## src/rtl/lut_pkg.sv

```systemverilog
// Shared types and LookupTable contents for the immediate LUT arbiter.
//   lut_idx_t   : 3-bit LUT index
//   lut_data_t  : 8-bit LUT value (two's complement immediates)
//   arb_state_t : arbiter response-slot state
package lut_pkg;

   localparam int unsigned IDX_W  = 3;
   localparam int unsigned DATA_W = 8;

   typedef logic [IDX_W-1:0]  lut_idx_t;
   typedef logic [DATA_W-1:0] lut_data_t;

   typedef enum logic {
      IDLE = 1'b0,
      RESP = 1'b1
   } arb_state_t;

   // Immediate table: 100, 10, 5, 1, 0, -1, -30, -5
   localparam lut_data_t LUT_VAL0 = 8'h64;
   localparam lut_data_t LUT_VAL1 = 8'h0A;
   localparam lut_data_t LUT_VAL2 = 8'h05;
   localparam lut_data_t LUT_VAL3 = 8'h01;
   localparam lut_data_t LUT_VAL4 = 8'h00;
   localparam lut_data_t LUT_VAL5 = 8'hFF;
   localparam lut_data_t LUT_VAL6 = 8'hE2;
   localparam lut_data_t LUT_VAL7 = 8'hFB;

endpackage

```

## src/rtl/LookupTable.sv

```systemverilog
// Combinational 8-entry immediate table; the arbiter registers the result.
//   instruction : in  3  table index
//   out         : out 8  table value for instruction
module LookupTable
   import lut_pkg::*;
(
   input  logic [2:0] instruction,
   output logic [7:0] out
);

   always_comb begin
      out = LUT_VAL0;
      case (instruction)
         3'd0: out = LUT_VAL0;
         3'd1: out = LUT_VAL1;
         3'd2: out = LUT_VAL2;
         3'd3: out = LUT_VAL3;
         3'd4: out = LUT_VAL4;
         3'd5: out = LUT_VAL5;
         3'd6: out = LUT_VAL6;
         3'd7: out = LUT_VAL7;
         default: out = LUT_VAL0;
      endcase
   end

endmodule

```

## src/rtl/lut_arbiter.sv

```systemverilog
// Round-robin arbiter sharing one LookupTable between decode (req0) and the
// branch-offset unit (req1), with a one-deep registered response slot.
//   clk, reset_n                 : clock, async active-low reset
//   req*_valid/idx, req*_ready   : request handshake (ready is combinational)
//   rsp*_valid/data, rsp*_ready  : response handshake (registered)
//   busy                         : response slot occupied
//   grant_cnt0/1                 : saturating per-requester grant counters
module lut_arbiter
   import lut_pkg::*;
#(
   parameter int unsigned CNT_W     = 8,
   parameter int unsigned RESET_PTR = 0
) (
   input  logic             clk,
   input  logic             reset_n,
   input  logic             req0_valid,
   input  logic [2:0]       req0_idx,
   output logic             req0_ready,
   output logic             rsp0_valid,
   output logic [7:0]       rsp0_data,
   input  logic             rsp0_ready,
   input  logic             req1_valid,
   input  logic [2:0]       req1_idx,
   output logic             req1_ready,
   output logic             rsp1_valid,
   output logic [7:0]       rsp1_data,
   input  logic             rsp1_ready,
   output logic             busy,
   output logic [CNT_W-1:0] grant_cnt0,
   output logic [CNT_W-1:0] grant_cnt1
);

   localparam logic [CNT_W-1:0] CNT_MAX = {CNT_W{1'b1}};

   arb_state_t       state_q, state_d;
   logic             owner_q, owner_d;   // 0: req0 owns the slot, 1: req1
   logic             ptr_q,   ptr_d;     // requester favoured on contention
   lut_data_t        rsp_data_q, rsp_data_d;
   logic [CNT_W-1:0] cnt0_q, cnt0_d;
   logic [CNT_W-1:0] cnt1_q, cnt1_d;

   logic      rsp_hs;
   logic      slot_free;
   logic      grant0, grant1;
   lut_idx_t  win_idx;
   lut_data_t lut_out;

   LookupTable u_lut (
      .instruction (win_idx),
      .out         (lut_out)
   );

   // Grant selection and next-state computation
   always_comb begin
      state_d    = state_q;
      owner_d    = owner_q;
      ptr_d      = ptr_q;
      rsp_data_d = rsp_data_q;
      cnt0_d     = cnt0_q;
      cnt1_d     = cnt1_q;

      // Slot frees in the same cycle the owner consumes, giving 1 rsp/cycle
      rsp_hs    = (state_q == RESP) & (owner_q ? rsp1_ready : rsp0_ready);
      slot_free = (state_q == IDLE) | rsp_hs;

      grant0  = slot_free & req0_valid & (~req1_valid | ~ptr_q);
      grant1  = slot_free & req1_valid & (~req0_valid |  ptr_q);
      win_idx = grant1 ? req1_idx : req0_idx;

      if (grant0 | grant1) begin
         state_d    = RESP;
         owner_d    = grant1;
         ptr_d      = ~grant1;
         rsp_data_d = lut_out;
         if (grant0 && (cnt0_q != CNT_MAX)) cnt0_d = cnt0_q + CNT_W'(1);
         if (grant1 && (cnt1_q != CNT_MAX)) cnt1_d = cnt1_q + CNT_W'(1);
      end else if (rsp_hs) begin
         state_d = IDLE;
      end
   end

   // State registers
   always_ff @(posedge clk or negedge reset_n) begin
      if (!reset_n) begin
         state_q    <= IDLE;
         owner_q    <= 1'b0;
         ptr_q      <= 1'(RESET_PTR);
         rsp_data_q <= 8'h00;
         cnt0_q     <= '0;
         cnt1_q     <= '0;
      end else begin
         state_q    <= state_d;
         owner_q    <= owner_d;
         ptr_q      <= ptr_d;
         rsp_data_q <= rsp_data_d;
         cnt0_q     <= cnt0_d;
         cnt1_q     <= cnt1_d;
      end
   end

   assign req0_ready = grant0;
   assign req1_ready = grant1;
   assign rsp0_valid = (state_q == RESP) & ~owner_q;
   assign rsp1_valid = (state_q == RESP) &  owner_q;
   assign rsp0_data  = rsp_data_q;
   assign rsp1_data  = rsp_data_q;
   assign busy       = (state_q == RESP);
   assign grant_cnt0 = cnt0_q;
   assign grant_cnt1 = cnt1_q;

endmodule
```

## config.mk

```make
export PLATFORM = sky130hd
export DESIGN_NAME = lut_arbiter
export DESIGN_NICKNAME = d
export VERILOG_FILES = /design/src/rtl/lut_pkg.sv /design/src/rtl/LookupTable.sv /design/src/rtl/lut_arbiter.sv
export SDC_FILE = /design/constraint.sdc
export NUM_CORES = 1
export LEC_CHECK = 0
export ABC_CLOCK_PERIOD_IN_PS = 3220
export CAP_MARGIN = 0
export CORE_ASPECT_RATIO = 0.8
export CORE_UTILIZATION = 48
export DETAILED_ROUTE_END_ITERATION = 8
export PLACE_DENSITY = 0.9
export SLEW_MARGIN = 20
export SYNTH_ARGS = -nofsm -noshare
export SYNTH_HDL_FRONTEND = slang
export SYNTH_SLANG_ARGS = --single-unit
```

## constraint.sdc

```tcl
create_clock -name clk -period 3.22 [get_ports clk]
set_input_delay 0.644 -clock clk [delete_from_list [all_inputs] [get_ports clk]]
set_output_delay 0.644 -clock clk [all_outputs]
set_load 0.01 [all_outputs]
```

==> impl_metrics.yaml <==
status:
  outcome: "finished, final reports clean"
floorplan:
  ios: 49
  core_area_um2: 2790
  dieArea_um2: 3170
  die_h_um: 50.6
  start_util_pct: 50.8
  rows: 17
  die_width_um: 62.7
global_route:
  grt_max_degree: 27
  gr-total-overflow: 0
  antenna_found_initial: 0
  grt_pass1_wl_um: 5300
  grt_usage_pct: 21.5
  grt_pass1_vias: 1223
clock_network:
  clk-insertion-delay-late_ns: 0.27
  cts_resized: 0
  clockRootBuffer: "clkbuf_8"
  clock_sinks: 26
  htree_num_levels: 1
  cts_tree: "yes"
  numCtsBuffers: 3
  path_clk_slew_ns: 0.09
  cts_buffer_depth: 2
  hold_buffers: 0
  post_cts_buffers: 0
drt:
  route.detailed.drc: 0
  wl_per_cell_um: 14.1
  drt_first_pass_iters: 4
  wl_um: 3060
  ant_nets: 0
  viasPerCell: 5.42
  drt_iter0_drc: 25
  via_count: 1181
pwr:
  peakVddDrop_mv: 0.528
  p_per_area_nw_per_um2: 881
  leakagePower_nw: 0.822
timing:
  rsz0062_at_grt: "no"
  slew_headroom_pct: 58.2
  post-route-period-util_pct: 88.6
  final_max_slew_viol_count: 0
  post-route-min-period_ns: 2.85
  clock_skew_ns: 0.00362
  fin_setup_tns_ns: 0
  worst_slew_pin_slew_ns: 0.627
  hold_violations: 0
  finalSetupViolations: 0
  timing.fmax_mhz: 350
synthesis:
  syn-num-nets: 150
  ys_async_sr_fraction_pct: 100
  syn_inst: 136
  synth_area_um2: 1420
  synth_ff_type: "dfrtp_1"
  synth_warnings: 0
  yosys_register_bits: 26
  yosysSeqAreaShare_pct: 45.9
  synth-edff-count: 0
  syn-mean-instance-area_um2: 10.4
  yosysUniqueCellTypes: 39
finish:
  final_cell_mix: "clkdlybuf4s50_1 (48), dfrtp_1 (26), nand2_1 (15)"
  utilization_pct: 69.7
  final_nets: 195
  syn_to_final_growth_pct: 37.1
  drive_gt1_share_pct: 7.78
  antenna_cells: 0
  final_common_cell: "clkdlybuf4s50_1"
critical_path:
  cp-start-kind: "input pin"
  crit_type: "input pin to output pin"
  crit_arrival_ns: 2.21
  required_ns: 2.58
  crit_fanout: 6
  end_kind: "output pin"
worst_hold_path:
  hold_path.class: "flop to flop"
placement:
  port_buffers: 48
  gp_congestion: 0.991
  dp.final_hpwl_um: 2410
run:
  drv_cap: 0
==> power by group <==
part	leakage (nW)	switching [mW]	internal, mW
registers	0.322	0.163	0.463
logic	0.471	0.367	0.508
clock network	0.0288	0.101	0.109
total	0.822	0.631	1.08
==> sequential cells by signal, indices dropped and copies added, names as in the netlist <==
signal	count
grant_cnt0	8
grant_cnt1	8
rsp0_data	7
ptr_q	1
busy	1
owner_q	1
==> metal layers <==
metal | share of wire, % | track usage (%) | wire length (um)
met5 | 0 | 0 | 0
met4 | 0.49 | 5.43 | 15
met1 | 42 | 24.3 | 1280
met3 | 4.1 | 5.91 | 127
met2 | 54 | 40.2 | 1640
==> area by class of cell <==
type / count / area [um2]
flip-flops and latches: 26 / 651
repair buffers: 51 / 503
clock buffers: 4 / 55.1
well taps: 38 / 47.5
multi-input cells: 96 / 674
inverters: 3 / 11.3
fillers: 218 / 845
==> cell families after synthesis <==
group                    count (synthesis)  share of synthesized area (%)
multiplexers                             6                           4.51
adder cells (fa/ha/maj)                  2                           1.77
AND/OR/NAND/NOR                         53                           22.2
flip-flops                              26                           45.9
buffers and inverters                   14                           6.45
XOR/XNOR                                12                           7.42
AO/OA/AOI/OAI                           23                           11.7
==> final timing paths <==
check / start / end / slack [ns] / depth (start not counted)
worst min register to register: grant_cnt1[7] / grant_cnt1[7] / 0.50 / 1
max in group asynchronous: reset_n / grant_cnt1[3] / 2.26 / 2
worst max-delay path: req0_valid / req1_ready / 0.37 / 4
worst min-delay path: grant_cnt1[7] / grant_cnt1[7] / 0.50 / 1
worst max register to register: owner_q / grant_cnt1[1] / 1.38 / 5
min in group asynchronous: reset_n / grant_cnt1[0] / 0.72 / 2
==> cell usage after synthesis, drive strengths merged, types with 2 or more instances <==
cell / count / area [um2]
a31oi: 2 / 12.5
xor2: 4 / 35.0
o21ai: 4 / 20.0
a21oi: 4 / 20.0
mux2i: 3 / 30.0
inv: 3 / 11.3
a21boi: 2 / 15.0
ha: 2 / 25.0
nor2b: 3 / 18.8
dfrtp: 26 / 651
buf: 11 / 80.1
nor2: 5 / 18.8
mux2: 3 / 33.8
nor4b: 2 / 32.5
o221ai: 2 / 17.5
o2bb2ai: 2 / 17.5
nand4: 7 / 43.8
nand3: 4 / 20.0
and3: 4 / 25.0
xnor2: 8 / 70.1
and2: 3 / 18.8
nand2: 15 / 56.3
nand2b: 2 / 12.5
and4: 3 / 26.3
==> metrics by stage <==
stage / std cells / total power [mW] / setup WS, ns / cell area (um2) / hold slack [ns]
floorplan: 136 / 1.07 / 1.36 / 1420 / 0.348
global placement: 214 / 1.47 / 0.394 / 1890 / 0.477
detailed placement: 214 / 1.51 / 0.389 / 1890 / 0.491
CTS: 218 / 1.72 / 0.375 / 1940 / 0.502
global route: 218 / 1.82 / 0.294 / 1940 / 0.526
finish: 218 / 1.71 / 0.367 / 1940 / 0.498
==> worst max-delay path: stages <==
cell,delay [ns]
clkdlybuf4s50_1,0.47
and2b_1,0.25
a211oi_2,0.26
clkdlybuf4s50_1,0.58
Note: power is estimated with default switching activity, not from simulation.
